**src/rtl/fifo_pkg.sv**
```systemverilog
// Shared constants for the FIFO reader slice: state encodings, default sizes, index width helper.
// Latency: none (declarations only).
// Backpressure: none (declarations only).
package fifo_pkg;

  localparam int DEF_DATA_SIZE = 6;
  localparam int DEF_NUM_FIFOS = 4;

  typedef logic [1:0] state_t;

  localparam logic [1:0] IDLE   = 2'd0;
  localparam logic [1:0] ACTIVE = 2'd1;
  localparam logic [1:0] STALL  = 2'd2;

  // Channel index width; a single FIFO still gets a 1-bit index.
  function automatic int sel_width(input int n);
    return (n < 2) ? 1 : $clog2(n);
  endfunction

endpackage

```
**src/rtl/rr_arbiter.sv**
```systemverilog
// Round-robin first-eligible search starting at a pointer; one-hot grant plus its index.
// Latency: purely combinational.
// Backpressure: none here; the caller decides whether the grant is used.
module rr_arbiter
  import fifo_pkg::*;
#(
  parameter int NUM_REQ = DEF_NUM_FIFOS,
  parameter int SEL_W   = sel_width(NUM_REQ)
) (
  input  logic [NUM_REQ-1:0] req,
  input  logic [SEL_W-1:0]   ptr,
  output logic [NUM_REQ-1:0] grant,
  output logic [SEL_W-1:0]   idx,
  output logic               found
);

  logic [SEL_W-1:0] cand;

  // Walk from the pointer and keep the first requester; the index wraps naturally since NUM_REQ is a power of two.
  always_comb begin
    idx   = '0;
    found = 1'b0;
    cand  = '0;
    for (int off = 0; off < NUM_REQ; off++) begin
      cand = ptr + SEL_W'(off);
      if (!found && req[cand]) begin
        found = 1'b1;
        idx   = cand;
      end
    end
  end

  // Expand the winning index into a one-hot grant.
  always_comb begin
    grant = '0;
    if (found) grant[idx] = 1'b1;
  end

endmodule

```
**src/rtl/fifo_reader.sv**
```systemverilog
// Drains NUM_FIFOS FIFOs round-robin with one-hot pops and forwards each popped word with valid_out/chan_out.
// Latency: fixed 2 cycles from the edge a pop is asserted to the edge its word appears on data_out.
// Backpressure: down_almost_full stops new pops at once (STALL); up to 2 in-flight words still drain. FIFO_READER_STATS_EN adds word_count/stall_seen.
module fifo_reader
  import fifo_pkg::*;
#(
  parameter int DATA_SIZE = DEF_DATA_SIZE,
  parameter int NUM_FIFOS = DEF_NUM_FIFOS,
  parameter int SEL_W     = sel_width(NUM_FIFOS)
) (
  input  logic                           clk,
  input  logic                           reset_L,
  input  logic [NUM_FIFOS-1:0]           fifo_empty,
  input  logic [NUM_FIFOS*DATA_SIZE-1:0] fifo_data,
  input  logic                           down_almost_full,
  output logic [NUM_FIFOS-1:0]           fifo_pop,
  output logic [DATA_SIZE-1:0]           data_out,
  output logic                           valid_out,
  output logic [SEL_W-1:0]               chan_out,
  output logic [1:0]                     state
`ifdef FIFO_READER_STATS_EN
  ,
  output logic [7:0]                     word_count,
  output logic [0:0]                     stall_seen
`endif
);

  state_t                 state_next;
  logic                   any_ready;
  logic                   pop_en;
  logic [NUM_FIFOS-1:0]   elig;
  logic [NUM_FIFOS-1:0]   grant;
  logic [SEL_W-1:0]       grant_idx;
  logic                   grant_found;
  logic [SEL_W-1:0]       rr_ptr;
  logic                   p1_vld;
  logic [SEL_W-1:0]       p1_idx;
  logic                   p2_vld;
  logic [SEL_W-1:0]       p2_idx;
  logic [DATA_SIZE-1:0]   cap_word;

  // The empty flag lags a pop by a cycle, so the FIFO popped last edge must sit one cycle out.
  assign any_ready = ~&fifo_empty;
  assign elig      = ~fifo_empty & ~fifo_pop;
  assign cap_word  = fifo_data[p2_idx*DATA_SIZE +: DATA_SIZE];

  rr_arbiter #(
    .NUM_REQ (NUM_FIFOS),
    .SEL_W   (SEL_W)
  ) u_arb (
    .req   (elig),
    .ptr   (rr_ptr),
    .grant (grant),
    .idx   (grant_idx),
    .found (grant_found)
  );

  // Next-state and pop decision; backpressure outranks data availability in every state.
  always_comb begin
    state_next = state;
    pop_en     = 1'b0;
    case (state)
      IDLE: begin
        if (any_ready) state_next = down_almost_full ? STALL : ACTIVE;
      end
      ACTIVE: begin
        if (down_almost_full)  state_next = STALL;
        else if (!any_ready)   state_next = IDLE;
        else                   pop_en     = grant_found;
      end
      STALL: begin
        if (!down_almost_full) state_next = any_ready ? ACTIVE : IDLE;
      end
      default: state_next = IDLE;
    endcase
  end

  // FSM state, registered pop strobe and round-robin pointer (advances only past a granted FIFO).
  always_ff @(posedge clk or negedge reset_L) begin
    if (!reset_L) begin
      state    <= IDLE;
      fifo_pop <= '0;
      rr_ptr   <= '0;
    end else begin
      state    <= state_next;
      fifo_pop <= pop_en ? grant : '0;
      if (pop_en) rr_ptr <= grant_idx + SEL_W'(1);
    end
  end

  // Two-stage pending pipeline: pop edge -> FIFO register edge -> capture edge.
  always_ff @(posedge clk or negedge reset_L) begin
    if (!reset_L) begin
      p1_vld    <= 1'b0;
      p1_idx    <= '0;
      p2_vld    <= 1'b0;
      p2_idx    <= '0;
      valid_out <= 1'b0;
      data_out  <= '0;
      chan_out  <= '0;
    end else begin
      p1_vld    <= pop_en;
      p1_idx    <= grant_idx;
      p2_vld    <= p1_vld;
      p2_idx    <= p1_idx;
      valid_out <= p2_vld;
      if (p2_vld) begin
        data_out <= cap_word;
        chan_out <= p2_idx;
      end
    end
  end

`ifdef FIFO_READER_STATS_EN
  // Delivered-word counter (wraps at 8 bits) and sticky flag set on every entry into STALL.
  always_ff @(posedge clk or negedge reset_L) begin
    if (!reset_L) begin
      word_count <= 8'd0;
      stall_seen <= 1'b0;
    end else begin
      if (valid_out) word_count <= word_count + 8'd1;
      if ((state_next == STALL) && (state != STALL)) stall_seen <= 1'b1;
    end
  end
`endif

endmodule
```
**config.mk**
```make
export PLATFORM = sky130hd
export DESIGN_NAME = fifo_reader
export DESIGN_NICKNAME = d
export VERILOG_FILES = /design/src/rtl/fifo_pkg.sv /design/src/rtl/rr_arbiter.sv /design/src/rtl/fifo_reader.sv
export SDC_FILE = /design/constraint.sdc
export NUM_CORES = 1
export LEC_CHECK = 0
export BUFFER_PORTS_ARGS = -buffer_cell sky130_fd_sc_hd__buf_2
export CAP_MARGIN = 15
export CORE_MARGIN = 1
export CORE_UTILIZATION = 35
export CTS_BUF_LIST = sky130_fd_sc_hd__clkbuf_4
export DETAILED_ROUTE_END_ITERATION = 12
export PLACE_DENSITY = 0.6
export SETUP_SLACK_MARGIN = 0.02
export SLEW_MARGIN = 5
export SYNTH_ARGS = -nofsm -noshare
export SYNTH_HDL_FRONTEND = slang
export SYNTH_SLANG_ARGS = --single-unit
export TNS_END_PERCENT = 50
```
**constraint.sdc**
```tcl
create_clock -name clk -period 1.88 [get_ports clk]
set_clock_uncertainty 0.1 [all_clocks]
set_input_delay 0.094 -clock clk [delete_from_list [all_inputs] [get_ports clk]]
set_output_delay 0.094 -clock clk [all_outputs]
set_load 0.02 [all_outputs]
```
After elaboration in Yosys (flattened, before gate mapping)

Index checks and enable logic that the tools add are counted.
W data, S select, Z words.

$lt $le $gt $ge: 6
Div/mod/pow operators: 0
Equal/unequal tests: 5
Reductions and logical operators: 10
Bitwise logic cells: 3
$mul: 1
Multiplexer cells: 30
$add $sub $neg: 4
Shift operators: 1

Operators by type and width:

| operator              | count |
|---|---|
| $shiftx A24 B6 Y6     | 1 |
| $mux W2               | 9 |
| $lt A2 B3 Y1 const B  | 5 |
| $mux W1               | 13 |
| $bmux W1 S2           | 4 |
| $mux W4               | 2 |
| $not A4 Y4            | 2 |
| $pmux W2 S3           | 1 |
| $add A2 B1 Y2 const B | 2 |
| $add A2 B2 Y2 const B | 2 |
| $and A4 B4 Y4         | 1 |
| $logic_and A1 B1 Y1   | 4 |
| $mul A2 B2 Y4 const B | 1 |
| $ne A2 B2 Y1 const B  | 2 |
| $reduce_and A4 Y1     | 1 |
| $logic_not A1 Y1      | 3 |
| $ne A3 B3 Y1 const B  | 1 |
| $reduce_and A3 Y1     | 1 |
| $demux W1 S2          | 1 |
| $eq A2 B1 Y1 const B  | 1 |
| $eq A2 B2 Y1 const B  | 1 |
| $ge A2 B1 Y1 const B  | 1 |
| $logic_not A2 Y1      | 1 |

Output and inout bits: 15
Memories: 0
Word-level logic and storage cells: 70
Bits in latches: 0
Memory bits (read-only): 0
Bits in writable memories: 0
Flip-flop bits (word level): 23

Depth between registers and ports, before layout

Depth in word-level cells: 20
Gate-level depth with buffers: 5
Gate-level depth less buffers: 5

By module

A second synthesis with hierarchy kept.

Cells, all modules: 113
Area, all modules: 1168.6 µm²

Modules (own cells, without submodules):

| module      | area an instance (µm²) | times used | cells an instance |
|---|---|---|---|
| fifo_reader | 985.9                  | 1          | 81 |
| rr_arbiter  | 182.7                  | 1          | 32 |

Least setup slack after synthesis

Ideal clock, no wire load.

Path type: register to register
From: register fifo_pop[3]
To: register rr_ptr[1]
Arrival time: 1333 ps
Setup time: 134 ps
Cell stages (with the launch flop): 6
Setup slack: 312 ps
Path buffers: 1
Path through: dfrtp_1 or2_0 buf_2 a21oi_1 o21a_2 o221ai_2

Elaborated cells between the ends (all ways): 28
Classes of those cells: add/sub: 1; mux: 19; bitwise: 2; reduce/logical: 6

RTL lines:

| element                       | line              | source |
|---|---|---|
| from (decl)                   | fifo_reader.sv:16 | `output logic [NUM_FIFOS-1:0] fifo_pop,` |
| from (signal assigned)        | fifo_reader.sv:86 | `fifo_pop <= pop_en ? grant : '0;` |
| $not A4 Y4 (*)                | fifo_reader.sv:44 | `assign elig = ~fifo_empty & ~fifo_pop;` |
| $and A4 B4 Y4 (*)             | fifo_reader.sv:44 |  |
| $bmux W1 S2                   | rr_arbiter.sv:26  | `if (!found && req[cand]) begin` |
| $mux W1 (implied by the code) | rr_arbiter.sv:26  |  |
| $mux W1                       | rr_arbiter.sv:26  |  |
| $logic_not A1 Y1              | rr_arbiter.sv:26  |  |
| $logic_and A1 B1 Y1           | rr_arbiter.sv:26  |  |
| $mux W1                       | rr_arbiter.sv:26  |  |
| $logic_not A1 Y1              | rr_arbiter.sv:26  |  |
| $logic_and A1 B1 Y1           | rr_arbiter.sv:26  |  |
| $mux W1                       | rr_arbiter.sv:26  |  |
| $logic_not A1 Y1              | rr_arbiter.sv:26  |  |
| $logic_and A1 B1 Y1           | rr_arbiter.sv:26  |  |
| $mux W2 (*)                   | rr_arbiter.sv:26  |  |
| via grant_idx[1]              | fifo_reader.sv:33 | `logic [SEL_W-1:0] grant_idx;` |
| $add A2 B1 Y2 (*)             | fifo_reader.sv:87 | `if (pop_en) rr_ptr <= grant_idx + SEL_W'(1);` |
| to (signal assigned)          | fifo_reader.sv:87 |  |
| to (decl)                     | fifo_reader.sv:35 | `logic [SEL_W-1:0] rr_ptr;` |

Mark *: on every way through the listed nets, which the timed path passes. The rest lies on a longest branch. The select of a mux whose other input is x is not followed.
A chain may end at the register's enable or synchronous reset.

Worst setup path after layout

Same ends and word-level chain as after synthesis.

==> reports/results.ini <==
[power]
power.density_nw_per_um2=1210
p_leak_nw=0.678
worst_ir_drop_vdd_mv=0.539
p_sw_uw=647
finalPower_mw=1.79
combPwrFrac=0.421
intPower_mw=1.14
p_seq_frac=0.447
clockPowerShare=0.131
swShare=0.362

[critical_path]
path_delay_family=compound AO/OA/AOI/OAI gates
slowest_delay_ns=0.42
cp-start-kind=flip-flop
path_cells=or2_0, a21oi_1, o21a_2, o221ai_2
crit_arrival_ns=1.72
slowest_stage=dfrtp_1
cp.required_ns=1.96
crit_buf_inv=0
criticalPathCategory=flip-flop to flip-flop
path_max_fanout=6
end_kind=flip-flop

[sta]
slew_headroom=0.664
finalWorstSetupSlack_ns=0.240
setup_viol=0
fin_tns_setup_ns=0
hold_slack_ns=0.0522
tightest_slew_ns=0.504
hold_violations=0
post-route-min-period_ns=1.64
fmax_mhz=610
rsz0062_at_grt=no
fin_crit_sh=0.872
maxSlewViolCount=0

[synthesis]
synth_compound_area_frac=0.181
netlist_area_um2=1170
yosysWarningCount=0
syn_inst=84
yosys_most_used_dff=dfrtp_1
synthesis.nets=115
ys_seq_area_frac=0.493
async_flop_share=1.00
muxShareOfSynthArea=0.193
synth_top_family_by_area=multiplexers
synth_cell_types=38
synth.ff_latch_count=23
synth_fa_ha_area_frac=0
synth_xor_area_frac=0
avgSynthCellArea_um2=13.9
synthSimpleGateAreaFrac=0.105
synth-edff-count=0

[clock_network]
clk_path_buf_depth=2
cts_hold_buf=2
ctsResizeCount=0
path_clk_slew_ns=0.12
numCtsBuffers=3
clk_root_buffer_cell=clkbuf_4
clock-sinks=23
h-tree-depth=1
cts_setup_buffers=0
clock_latency_ns=0.30
cts_tree=built

[floorplan]
core-area_um2=3100
die-area_um2=3570
die_y_um=59.8
io_pins=46
initial_core_util=0.376
placementRows=20
die_w_um=59.8

[detailed_routing]
routed_wl_um=2370
wl_per_cell_um=13.6
drc=0
via_per_inst=4.94
drtIter0Drc=13
firstDrtPassIters=4
vias=859
antenna_left=0

[global_route]
grt_pass1_vias=837
gr-total-overflow=0
grt_max_degree=24
antenna_found_initial=0
track_usage=0.148
grt_first_pass_wirelength_um=3810

[final_layout]
final_nets=162
syn2layout_area_growth_pct=26.2
utilization=0.475
diodes=0
drive_gt1_frac=0.608
fin_cells=174
fin_area_um2=1470

[job]
cap_violations=0

[place]
gp_congestion=0.857
portBuffers=45
placed_cells=168
hpwl_um=1850
pre_cts_slack_ns=0.259
dpl_cell_area_um2=1420

[outcome]
status=complete, no violations

[hold_path]
min_path_type=input port to flip-flop

==> per-layer routing <==
layer | global-route usage | vias up | wire length (um)
li1 | - | 407 | -
met5 | 0 | - | 0
met1 | 0.179 | 418 | 985
met2 | 0.241 | 30 | 1200
met4 | 0.0598 | 0 | 37
met3 | 0.0498 | 4 | 148
==> state kept, by name (all words and copies together) (netlist names) <==
signal and cells:
p1_vld 1, fifo_pop 4, p2_idx 2, chan_out 2, p2_vld 1, rr_ptr 2
p1_idx 2, valid_out 1, data_out 6, state 2
==> synth_stat cells (2+ instances only) <==
master	n	share of area
a21oi_1	2	0.0086
buf_2	2	0.0086
clkbuf_1	2	0.0064
dfrtp_1	23	0.49
mux2_2	8	0.077
mux4_2	6	0.12
nand2_1	3	0.0096
nor2_1	5	0.016
nor2b_1	2	0.011
nor3_1	2	0.0086
o211ai_2	2	0.021
==> area by class of cell <==
type | instances | area, um2
fillers | 298 | 1630
inverters | 2 | 7.51
well taps | 44 | 55.1
flip-flops and latches | 23 | 576
repair buffers | 47 | 245
clock buffers | 4 | 30.0
multi-input cells | 54 | 559
==> cells by family after synthesis <==
family | Yosys count
DFF | 23
buffers and inverters | 7
and+or+nand+nor | 22
AOI/OAI and AO/OA | 18
muxes | 14
==> worst reg2reg max path: cells and delay by family (launching register included) <==
kind | cells | cell delay, ns
simple gates | 1 | 0.38
flops | 1 | 0.42
compound gates | 3 | 0.63
==> final timing paths <==
check                              start  slack, ns     endpoint  cells past startpoint
max in group asynchronous        reset_L       1.16    rr_ptr[0]                      2
max reg2reg                  fifo_pop[3]       0.24    rr_ptr[1]                      4
min                        fifo_empty[0]       0.05     state[1]                      4
max                          fifo_pop[3]       0.24    rr_ptr[1]                      4
min reg2reg                    p1_idx[0]       0.26    p2_idx[0]                      0
min in group asynchronous        reset_L       0.17  data_out[5]                      2
==> layout by cell type, fill, tap and decap left out, drive strengths merged <==
cell,Yosys,final
buf,3,45
dfrtp,23,23
mux2,8,8
mux4,6,6
nor2,6,6
clkbuf,2,4
or2,4,4
nand2,3,3
nor2b,2,2
nor3,2,2
a21oi,2,2
o211ai,2,2
dlygate4sd3,0,2
a41oi,2,2
inv,2,2
o221a,2,2
o21ai,2,2
o21a,2,2
o22ai,1,1
o311ai,1,1
a211oi,1,1
nand3,1,1
nand2b,1,1
nor3b,1,1
and2,1,1
nand4,1,1
a2bb2oi,1,1
a22oi,1,1
o221ai,1,1
==> power groups by stage <==
| stage | clock network, mW | logic (mW) | registers, mW |
|---|---|---|---|
| 6_report | 0.235 | 0.752 | 0.799 |
| 4_1_cts | 0.255 | 0.759 | 0.802 |
| 3_5_place_dp | 0 | 0.753 | 0.814 |
| 5_1_grt | 0.271 | 0.809 | 0.828 |
| 2_1_floorplan | 0 | 0.520 | 0.848 |
| 3_3_place_gp | 0 | 0.739 | 0.806 |
No activity file was read; power rests on OpenSTA's default activity.
